--- config.mk ---
export PLATFORM = sky130hd
export DESIGN_NAME = param_serial_tx
export DESIGN_NICKNAME = d
export VERILOG_FILES = /design/src/rtl/tx_pkg.sv /design/src/rtl/tx_fifo.sv /design/src/rtl/param_serial_tx.sv
export SDC_FILE = /design/constraint.sdc
export NUM_CORES = 1
export LEC_CHECK = 0
export BUFFER_PORTS_ARGS = -buffer_cell sky130_fd_sc_hd__buf_2
export CAP_MARGIN = 20
export CORE_ASPECT_RATIO = 1.25
export CORE_MARGIN = 1
export CORE_UTILIZATION = 45
export CTS_CLUSTER_DIAMETER = 120
export DETAILED_ROUTE_END_ITERATION = 8
export PLACE_DENSITY = 0.65
export SYNTH_ARGS = -nofsm -noshare
export SYNTH_HDL_FRONTEND = slang
export SYNTH_HIERARCHICAL = 1
export SYNTH_SLANG_ARGS = --single-unit
--- constraint.sdc ---
create_clock -name Clk -period 2.57 [get_ports Clk]
set_input_delay 0.3855 -clock Clk [delete_from_list [all_inputs] [get_ports Clk]]
set_output_delay 0.3855 -clock Clk [all_outputs]
set_load 0.01 [all_outputs]
--- src/rtl/tx_pkg.sv ---
// Shared types and default parameter values for the chunked serial transmitter.
package tx_pkg;

  localparam int unsigned DEF_DATA_W = 32;
  localparam int unsigned DEF_OUT_W  = 4;
  localparam int unsigned DEF_DEPTH  = 4;
  localparam int unsigned DEF_DIV_W  = 8;

  typedef enum logic [1:0] {
    IDLE  = 2'd0,
    LOAD  = 2'd1,
    SHIFT = 2'd2
  } tx_state_t;

endpackage

--- src/rtl/tx_fifo.sv ---
// Word FIFO with modulo-DEPTH pointers; works for any DEPTH >= 1.
module tx_fifo #(
  parameter int unsigned DATA_W = 32,
  parameter int unsigned DEPTH  = 4,
  localparam int unsigned CNT_W = $clog2(DEPTH + 1)
) (
  input  logic              clk,
  input  logic              reset,
  input  logic              push,
  input  logic              pop,
  input  logic [DATA_W-1:0] wrData,
  output logic [DATA_W-1:0] rdData,
  output logic [CNT_W-1:0]  count,
  output logic              full,
  output logic              empty
);

  localparam int unsigned PTR_W = (DEPTH > 1) ? $clog2(DEPTH) : 1;

  logic [DATA_W-1:0] mem [DEPTH];
  logic [PTR_W-1:0]  wrPtr;
  logic [PTR_W-1:0]  rdPtr;
  logic              doPush;
  logic              doPop;

  function automatic logic [PTR_W-1:0] nextPtr(input logic [PTR_W-1:0] p);
    return (p == PTR_W'(DEPTH - 1)) ? '0 : PTR_W'(p + 1'b1);
  endfunction

  assign full   = (count == CNT_W'(DEPTH));
  assign empty  = (count == '0);
  assign doPush = push && !full;
  assign doPop  = pop && !empty;
  assign rdData = mem[rdPtr];

  always_ff @(posedge clk) begin
    if (reset) begin
      wrPtr <= '0;
      rdPtr <= '0;
      count <= '0;
    end else begin
      if (doPush) wrPtr <= nextPtr(wrPtr);
      if (doPop)  rdPtr <= nextPtr(rdPtr);
      if (doPush && !doPop)      count <= count + 1'b1;
      else if (!doPush && doPop) count <= count - 1'b1;
    end
  end

  // Storage needs no reset; only entries between the pointers are ever read.
  always_ff @(posedge clk) begin
    if (doPush) mem[wrPtr] <= wrData;
  end

endmodule

--- src/rtl/param_serial_tx.sv ---
// Serialises queued words MSB-chunk first, one chunk per full period of the divided ClkTx.
module param_serial_tx
  import tx_pkg::*;
#(
  parameter int unsigned DATA_W = DEF_DATA_W,
  parameter int unsigned OUT_W  = DEF_OUT_W,
  parameter int unsigned DEPTH  = DEF_DEPTH,
  parameter int unsigned DIV_W  = DEF_DIV_W,
  localparam int unsigned LVL_W = $clog2(DEPTH + 1)
) (
  input  logic              Clk,
  input  logic              Reset,
  input  logic              ValidCmd,
  input  logic              ConfigDiv,
  input  logic [DATA_W-1:0] Din,
  output logic              Busy,
  output logic [LVL_W-1:0]  FifoLevel,
  output logic              ClkTx,
  output logic              DOutValid,
  output logic [OUT_W-1:0]  DataOut
);

  localparam int unsigned CHUNKS = DATA_W / OUT_W;
  localparam int unsigned IDX_W  = (CHUNKS > 1) ? $clog2(CHUNKS) : 1;

  if (DATA_W % OUT_W != 0) begin : gBadOutW
    $error("DATA_W must be a multiple of OUT_W");
  end
  if (DEPTH < 1) begin : gBadDepth
    $error("DEPTH must be at least 1");
  end

  tx_state_t         state;
  logic [DIV_W-1:0]  divReg;
  logic [DIV_W-1:0]  divCnt;
  logic [IDX_W-1:0]  chunkIdx;
  logic [DATA_W-1:0] shiftReg;
  logic [DATA_W-1:0] fifoHead;
  logic [LVL_W-1:0]  fifoCount;
  logic              fifoFull;
  logic              fifoEmpty;
  logic              fifoPush;
  logic              fifoPop;
  logic              termCnt;
  logic              lastChunk;
  logic              wordDone;

  // Chunk k of a word, counted from the MSB end.
  function automatic logic [OUT_W-1:0] chunkOf(input logic [DATA_W-1:0] w,
                                               input logic [IDX_W-1:0]  k);
    return OUT_W'(w >> (OUT_W * (CHUNKS - 1 - 32'(k))));
  endfunction

  assign fifoPush  = ValidCmd && !ConfigDiv && !fifoFull;
  assign termCnt   = (divCnt == divReg);
  assign lastChunk = (chunkIdx == IDX_W'(CHUNKS - 1));
  assign wordDone  = (state == SHIFT) && termCnt && ClkTx && lastChunk;
  assign fifoPop   = (state == LOAD) || (wordDone && !fifoEmpty);
  assign Busy      = fifoFull;
  assign FifoLevel = fifoCount;

  tx_fifo #(
    .DATA_W (DATA_W),
    .DEPTH  (DEPTH)
  ) uFifo (
    .clk    (Clk),
    .reset  (Reset),
    .push   (fifoPush),
    .pop    (fifoPop),
    .wrData (Din),
    .rdData (fifoHead),
    .count  (fifoCount),
    .full   (fifoFull),
    .empty  (fifoEmpty)
  );

  always_ff @(posedge Clk) begin
    if (Reset) begin
      state     <= IDLE;
      divReg    <= '0;
      divCnt    <= '0;
      chunkIdx  <= '0;
      shiftReg  <= '0;
      ClkTx     <= 1'b0;
      DOutValid <= 1'b0;
      DataOut   <= '0;
    end else begin
      // Divider only reloads between words so a word never changes speed mid-flight.
      if (ConfigDiv && (state == IDLE) && fifoEmpty) divReg <= Din[DIV_W-1:0];

      case (state)
        IDLE: begin
          ClkTx     <= 1'b0;
          DOutValid <= 1'b0;
          DataOut   <= '0;
          divCnt    <= '0;
          if (!fifoEmpty) state <= LOAD;
        end
        LOAD: begin
          shiftReg  <= fifoHead;
          chunkIdx  <= '0;
          divCnt    <= '0;
          ClkTx     <= 1'b0;
          DOutValid <= 1'b1;
          DataOut   <= chunkOf(fifoHead, '0);
          state     <= SHIFT;
        end
        SHIFT: begin
          if (!termCnt) begin
            divCnt <= divCnt + 1'b1;
          end else begin
            divCnt <= '0;
            ClkTx  <= ~ClkTx;
            // Falling ClkTx closes a chunk period.
            if (ClkTx) begin
              if (!lastChunk) begin
                chunkIdx <= chunkIdx + 1'b1;
                DataOut  <= chunkOf(shiftReg, chunkIdx + 1'b1);
              end else if (!fifoEmpty) begin
                shiftReg <= fifoHead;
                chunkIdx <= '0;
                DataOut  <= chunkOf(fifoHead, '0);
              end else begin
                chunkIdx  <= '0;
                DOutValid <= 1'b0;
                DataOut   <= '0;
                state     <= IDLE;
              end
            end
          end
        end
        default: state <= IDLE;
      endcase
    end
  end

endmodule

; Word level (Yosys, flattened, before mapping)
; Memories as Yosys holds them, arrays and structs flattened. A register that Yosys moved wholly into a read port is not among the register bits.
; Cells that the tools add are included.
[op_classes]
addsub = 7
n_eq_ne = 13
n_shift = 1
mux = 37
bitwise = 1
n_reduce_logical = 31
[op_table]
columns = op, count
row1 = 32-bit 2-to-1 mux, 4
row2 = 32-bit case mux with 2 select lines, 1
row3 = 32-bit by 32-bit right shift with 4-bit output, 1
row4 = 2-bit 2-to-1 mux, 9
row5 = 4-bit 2-to-1 mux, 4
row6 = 8-bit case mux with 2 select lines, 1
row7 = 3-bit 2-to-1 mux, 5
row8 = 5-bit AND reduction, 3
row9 = 1-bit logical AND, 12
row10 = "2-bit != test, second input constant", 6
row11 = 4-bit case mux with 3 select lines, 1
row12 = "8-bit by 1-bit adder with 8-bit output, second input constant", 1
row13 = 8-bit equality test, 1
row14 = 8-bit 2-to-1 mux, 1
row15 = 1-bit 2-to-1 mux, 7
row16 = "3-bit by 1-bit adder with 3-bit output, second input constant", 2
row17 = "2-bit equality test, second input constant", 3
row18 = "3-bit equality test, second input constant", 2
row19 = 2-bit case mux with 3 select lines, 1
row20 = 3-bit case mux with 2 select lines, 1
row21 = 3-bit AND reduction, 2
row22 = 2-bit nonzero test, 3
row23 = 1-bit zero test, 5
row24 = "2-bit by 1-bit adder with 2-bit output, second input constant", 2
row25 = 12 further kinds, 12
[totals]
regBits = 66
ram_bits = 128
memories = 1
[mem_list]
columns = name, depth, word_bits, read_ports, rd_ports_with_merged_regs, wr, line
row1 = uFifo.mem, 4, 32, 1, 1, 1, tx_fifo.sv:20  ; logic [DATA_W-1:0] mem [DEPTH];

; Logic depth before layout (Yosys ltp)
[logic_depth]
depth_word = 10
mapped_depth = 13

; Cells and area by module
; The synthesis kept the hierarchy.
[by_module_without_submodules]
columns = module, n_inst, cells_each, area_each_um2, seq_area_each_um2
row1 = tx_fifo, 1, 217, 5098.6, 4023.9
row2 = param_serial_tx, 1, 314, 3054.2, 1181.1

; Least setup slack after synthesis
; No wires, ideal clock.
[synth_path]
path_type = register to register
from = register uFifo.count[0]
to = register uFifo.count[2]
setup_time_ns = 0.070
arrival_time_ns = 2.767
required_ns = 2.500
setup_slack_ns = -0.268
path_stages_with_launch = 13
path_buffers = 1
synth_period_minus_slack_ns = 2.838
cell_sequence = dfxtp_1 or3b_1 buf_6 clkinv_4 nor3b_1 inv_1 nor2_2 ha_1 inv_1 fa_1 xor2_1 or3_2 a21oi_1
[synth_via]
elab_cells_between_ends = 18
classes_between = 2 x add/sub / 1 x eq/ne / 2 x mux / 13 x reduce/logical
[synth_rtl]
columns = item, line
row1 = "start, declared", tx_fifo.sv:13  ; output logic [CNT_W-1:0] count,
row2 = "start signal, assigned", tx_fifo.sv:44  ; if (doPush && !doPop) count <= count + 1'b1;
row3 = "start signal, assigned", tx_fifo.sv:45  ; else if (!doPush && doPop) count <= count - 1'b1;
row4 = 3-bit equality test *, tx_fifo.sv:30  ; assign full = (count == CNT_W'(DEPTH));
row5 = net Busy, param_serial_tx.sv:16  ; output logic Busy,
row6 = 1-bit zero test *, param_serial_tx.sv:54  ; assign fifoPush = ValidCmd && !ConfigDiv && !fifoFull;
row7 = 1-bit logical AND *, param_serial_tx.sv:54
row8 = net fifoPush, param_serial_tx.sv:42  ; logic fifoPush;
row9 = 1-bit logical AND *, tx_fifo.sv:32  ; assign doPush = push && !full;
row10 = net uFifo.doPush, tx_fifo.sv:23  ; logic doPush;
row11 = 1-bit zero test, tx_fifo.sv:45
row12 = 1-bit logical AND, tx_fifo.sv:45
row13 = 2-bit nonzero test (no line), n/a
; The timed path passes the listed nets; every way through them passes the cells marked *. The select of a mux whose other input is x is not followed.
; A chain may end at the register's enable or synchronous reset.

; Worst setup path after layout
[layout_path]
from = register chunkIdx[0]
to = register uFifo.count[2]
[layout_via]
elab_chain_len = 8
elab_cells_between_ends = 10
classes_between = 1 x eq/ne / 1 x mux / 8 x reduce/logical
[layout_rtl]
columns = item, line
row1 = "start, declared", param_serial_tx.sv:36  ; logic [IDX_W-1:0] chunkIdx;
row2 = "start signal, assigned", param_serial_tx.sv:117  ; chunkIdx <= chunkIdx + 1'b1;
row3 = 3-bit equality test *, param_serial_tx.sv:56  ; assign lastChunk = (chunkIdx == IDX_W'(CHUNKS - 1));
row4 = 1-bit logical AND *, param_serial_tx.sv:57  ; assign wordDone = (state == SHIFT) && termCnt && ClkTx && lastChunk;
row5 = 1-bit logical AND *, param_serial_tx.sv:58  ; assign fifoPop = (state == LOAD) || (wordDone && !fifoEmpty);
row6 = 1-bit logical OR *, param_serial_tx.sv:58
row7 = net fifoPop, param_serial_tx.sv:43  ; logic fifoPop;
row8 = 1-bit logical AND *, tx_fifo.sv:33  ; assign doPop = pop && !empty;
row9 = 1-bit zero test, tx_fifo.sv:44
row10 = 1-bit logical AND, tx_fifo.sv:44
row11 = 3-bit 2-to-1 mux or 2-bit nonzero test (tied branches), n/a
; The timed path passes the listed nets; every way through them passes the cells marked *.

==> metrics.cfg <==
[power_and_ir_drop]
intPower_mw=6.17
peakVddDrop_uv=569
p_leak_nw=3.46
p_seq_share_pct=45.9
power.switching_mw=2.55
p_per_area_nw_per_um2=921
power_frac_clock_pct=29.6
combPwrFrac_pct=24.5
p_sw_share_pct=29.2

[clock_tree]
cts_hold_buf=0
cts_num_sinks=196
path_clk_slew_ps=70
cts_made_buffers=17
htreeDepth=4
cts_tree=done
cts-root-buf=clkbuf_16
clock_path_buffers=2
clock_latency_ps=440

[logic_synthesis]
synth_top_area_share_pct=47.1
synthXorXnorAreaFrac_pct=1.40
synth-simple-area-share_pct=10.3
ys_types=47
synth_compound_area_share_pct=2.90
synthAdderAreaFrac_pct=2.55
synth_most_common_cell=edfxtp_1
syn_avg_cell_area_um2=15.4
yosys-top-cells-count=edfxtp_1 (128), nand2b_1 (70), dfxtp_1 (68)
yosys_register_bits=196
synth_top_family_by_area=multiplexers
synthMuxAreaShare_pct=16.6
synth_fp_nets=583
synthArstFlopShare_pct=0
synth_flop_cell=edfxtp_1
synth-edff-count=128
synth_area_um2=8150
syn_inst=531
ys.warnings.count=6
ys_seq_area_share_pct=63.8
synth_area_leaders=edfxtp_1 (47%), dfxtp_1 (17%), mux4_2 (11%)
yosysTopAreaCell=edfxtp_1

[die]
die_y_um=152
initial_core_util_pct=46.4
core_region_area_um2=17600
dieArea_um2=18700
pin_count=46
rows=54
die_w_um=122

[placement]
portBuffers=45
gp_congestion=0.774
hpwlAfterDp_um=10400
placed_cell_area_um2=8790

[drt]
drt_iter0_drc=235
route.top_layer_used=met4
wl_met3_um=463
drcViolationCount=0
drtPass1Iterations=4
dr_wl_met2_um=7960
wirelength_met1_um=6690
num_vias=4424
drt-total-wl_um=15400
ant_nets=0
avgViaCountPerCell=5.30
wl_per_cell_um=18.4

[finish]
num-nets-final=649
antenna_cells=0
area_delta_synth_final_pct=16.0
final_area_um2=9460
drive_above_1_share_pct=29.3
fin_util_pct=53.8
nFillCells=1422

[grt]
antenna_found_initial=0
grt_usage_pct=17.8
grt_pass1_vias=4742
grt_pass1_wl_um=24600
grt_max_degree=39
overflow=0

[timing]
hold_viol_final=0
setup-violations-final=0
worst_slew_pin_slew_ps=613
skew_ps=10.2
slew-limit-headroom_pct=58.6
fin_crit_sh_pct=95.2
fmax_mhz=409
period_needed_ps=2450
whs_ps=158
final_max_slew_viol_count=0

[worst_setup_path]
cp-endpoint=uFifo/count[2]$_SDFFE_PP0P_
critPathSlowestCell=fa_2
path_cells=ha_1 > ha_2 > nand2_1 > nor2_1 > a21o_1 > o31ai_4 > ha_2 > inv_2 > fa_2 > xor2_1 > or3_4 > a21oi_2
reg2reg_depth=12
ff2ff_setup_slack_ps=120
cp-start-kind=register
crit_start=chunkIdx[0]$_SDFFE_PP0P_
critPathCaptureType=register
cp_slowest_stage_delay_ps=360
required_ps=2930
path_buf_inv=1
crit_path_frequent_cell=ha_2
crit_cells=12
critPathKind=register to register
rr_startpoint=chunkIdx[0]$_SDFFE_PP0P_
reg2reg_to=uFifo/count[2]$_SDFFE_PP0P_
cp.arrival_ps=2810
crit_fanout=2
crit_family=adder cells

[job]
maxCapViolCount=0

[run_status]
status=finished clean

[hold_path]
hp-class=input pin to register

==> final cells by class <==
| cell class | instances | area [µm²] | area share, % |
|---|---|---|---|
| multi-input combinational | 296 | 2840 | 30.0 |
| sequential | 196 | 5230 | 55.2 |
| inverter | 12 | 50.0 | 0.529 |
| clock inverter | 13 | 140 | 1.48 |
| clock buffer | 19 | 433 | 4.58 |
| tap | 224 | 280 | 2.96 |
| timing repair buffer | 74 | 493 | 5.21 |
==> worst min-delay path by stage <==
| stage | end | cells past startpoint | slack (ps) | start |
|---|---|---|---|---|
| after global routing | uFifo/mem[1][14]$_DFFE_PP_ | 1 | 140 | Din[14] |
| after detailed placement | DataOut[3]$_SDFFE_PP0P_ | 1 | 470 | DataOut[3]$_SDFFE_PP0P_ |
| after global placement | shiftReg[31]$_SDFFE_PP0P_ | 2 | 460 | shiftReg[31]$_SDFFE_PP0P_ |
| final | uFifo/mem[3][14]$_DFFE_PP_ | 1 | 160 | Din[14] |
| after floorplan | shiftReg[0]$_SDFFE_PP0P_ | 2 | 450 | shiftReg[0]$_SDFFE_PP0P_ |
| after CTS | uFifo/mem[3][14]$_DFFE_PP_ | 1 | 140 | Din[14] |
==> stage by stage <==
stage                     TNS [ps]  total power, mW  std cells  setup slack [ps]
after floorplan                  0             5.50        531              3.18
after global placement           0             6.01        800              78.2
after detailed placement     -1.56             6.10        800             -1.56
after CTS                        0             8.69        833              21.9
after global routing         -16.0             9.12        834             -16.0
final                            0             8.71        834               123
==> registers in the layout, summed over array words and instances, names as in the netlist, named ones only <==
signal / flops
uFifo/mem: 128
DataOut: 4
uFifo/rdPtr: 2
uFifo/count: 3
ClkTx: 1
uFifo/wrPtr: 2
state: 2
shiftReg: 32
chunkIdx: 3
divReg: 8
divCnt: 8
DOutValid: 1
==> metal layers <==
layer  track usage (%)  up-vias
met3              3.85       20
met5                 0        -
li1                  -     2116
met4              7.55        0
met1              22.1     2221
met2              29.7       67
==> worst reg2reg max path, cell delays in order, from the launching register on <==
cell and delay (ps):
dfxtp_1 320, ha_1 200, ha_2 180, nand2_1 60, nor2_1 50, a21o_1 210
o31ai_4 90, ha_2 240, inv_2 50, fa_2 360, xor2_1 180, or3_4 330
a21oi_2 130
==> cell families (layout without fill, tap and decap cells) <==
family	Yosys count	in the layout
and+or+nand+nor	149	149
DFF	196	196
xor gates and xnor gates	13	13
adders and majority gates	16	16
AOI/OAI and AO/OA	33	33
buffers and inverters	39	118
muxes	85	85
==> what timing repair did <==
action                     4_1_cts  5_1_grt
setup buffers                    1        1
pin swaps                        1        8
setup endpoints to repair        1        2
gates resized for setup          3       20
==> placed cells by master, fill, tap and decap left out, types with 3 or more instances in the layout <==
cell / count
a21oi_1: 8
a221o_1: 4
a22o_1: 4
and3_1: 5
and3_2: 4
buf_12: 4
buf_2: 45
buf_4: 25
clkbuf_16: 17
clkinv_4: 3
dfxtp_1: 56
dfxtp_2: 10
edfxtp_1: 128
ha_1: 13
inv_1: 10
inv_6: 5
inv_8: 3
mux2i_1: 45
mux4_2: 40
nand2_1: 16
nand2b_1: 70
nand3_1: 8
nor2_1: 17
nor2b_1: 3
nor3_1: 7
nor4_1: 3
o21ai_0: 5
or3_1: 3
xnor2_1: 8
xnor2_2: 3
==> power by group through the flow <==
stage / registers, mW / logic (mW) / clock network (mW)
2_1_floorplan: 3.98 / 1.52 / 0
3_3_place_gp: 4.02 / 2.00 / 0
3_5_place_dp: 4.04 / 2.05 / 0
4_1_cts: 3.97 / 2.09 / 2.63
5_1_grt: 4.04 / 2.33 / 2.75
6_report: 4.00 / 2.13 / 2.58
(Power assumes the default switching activity.)
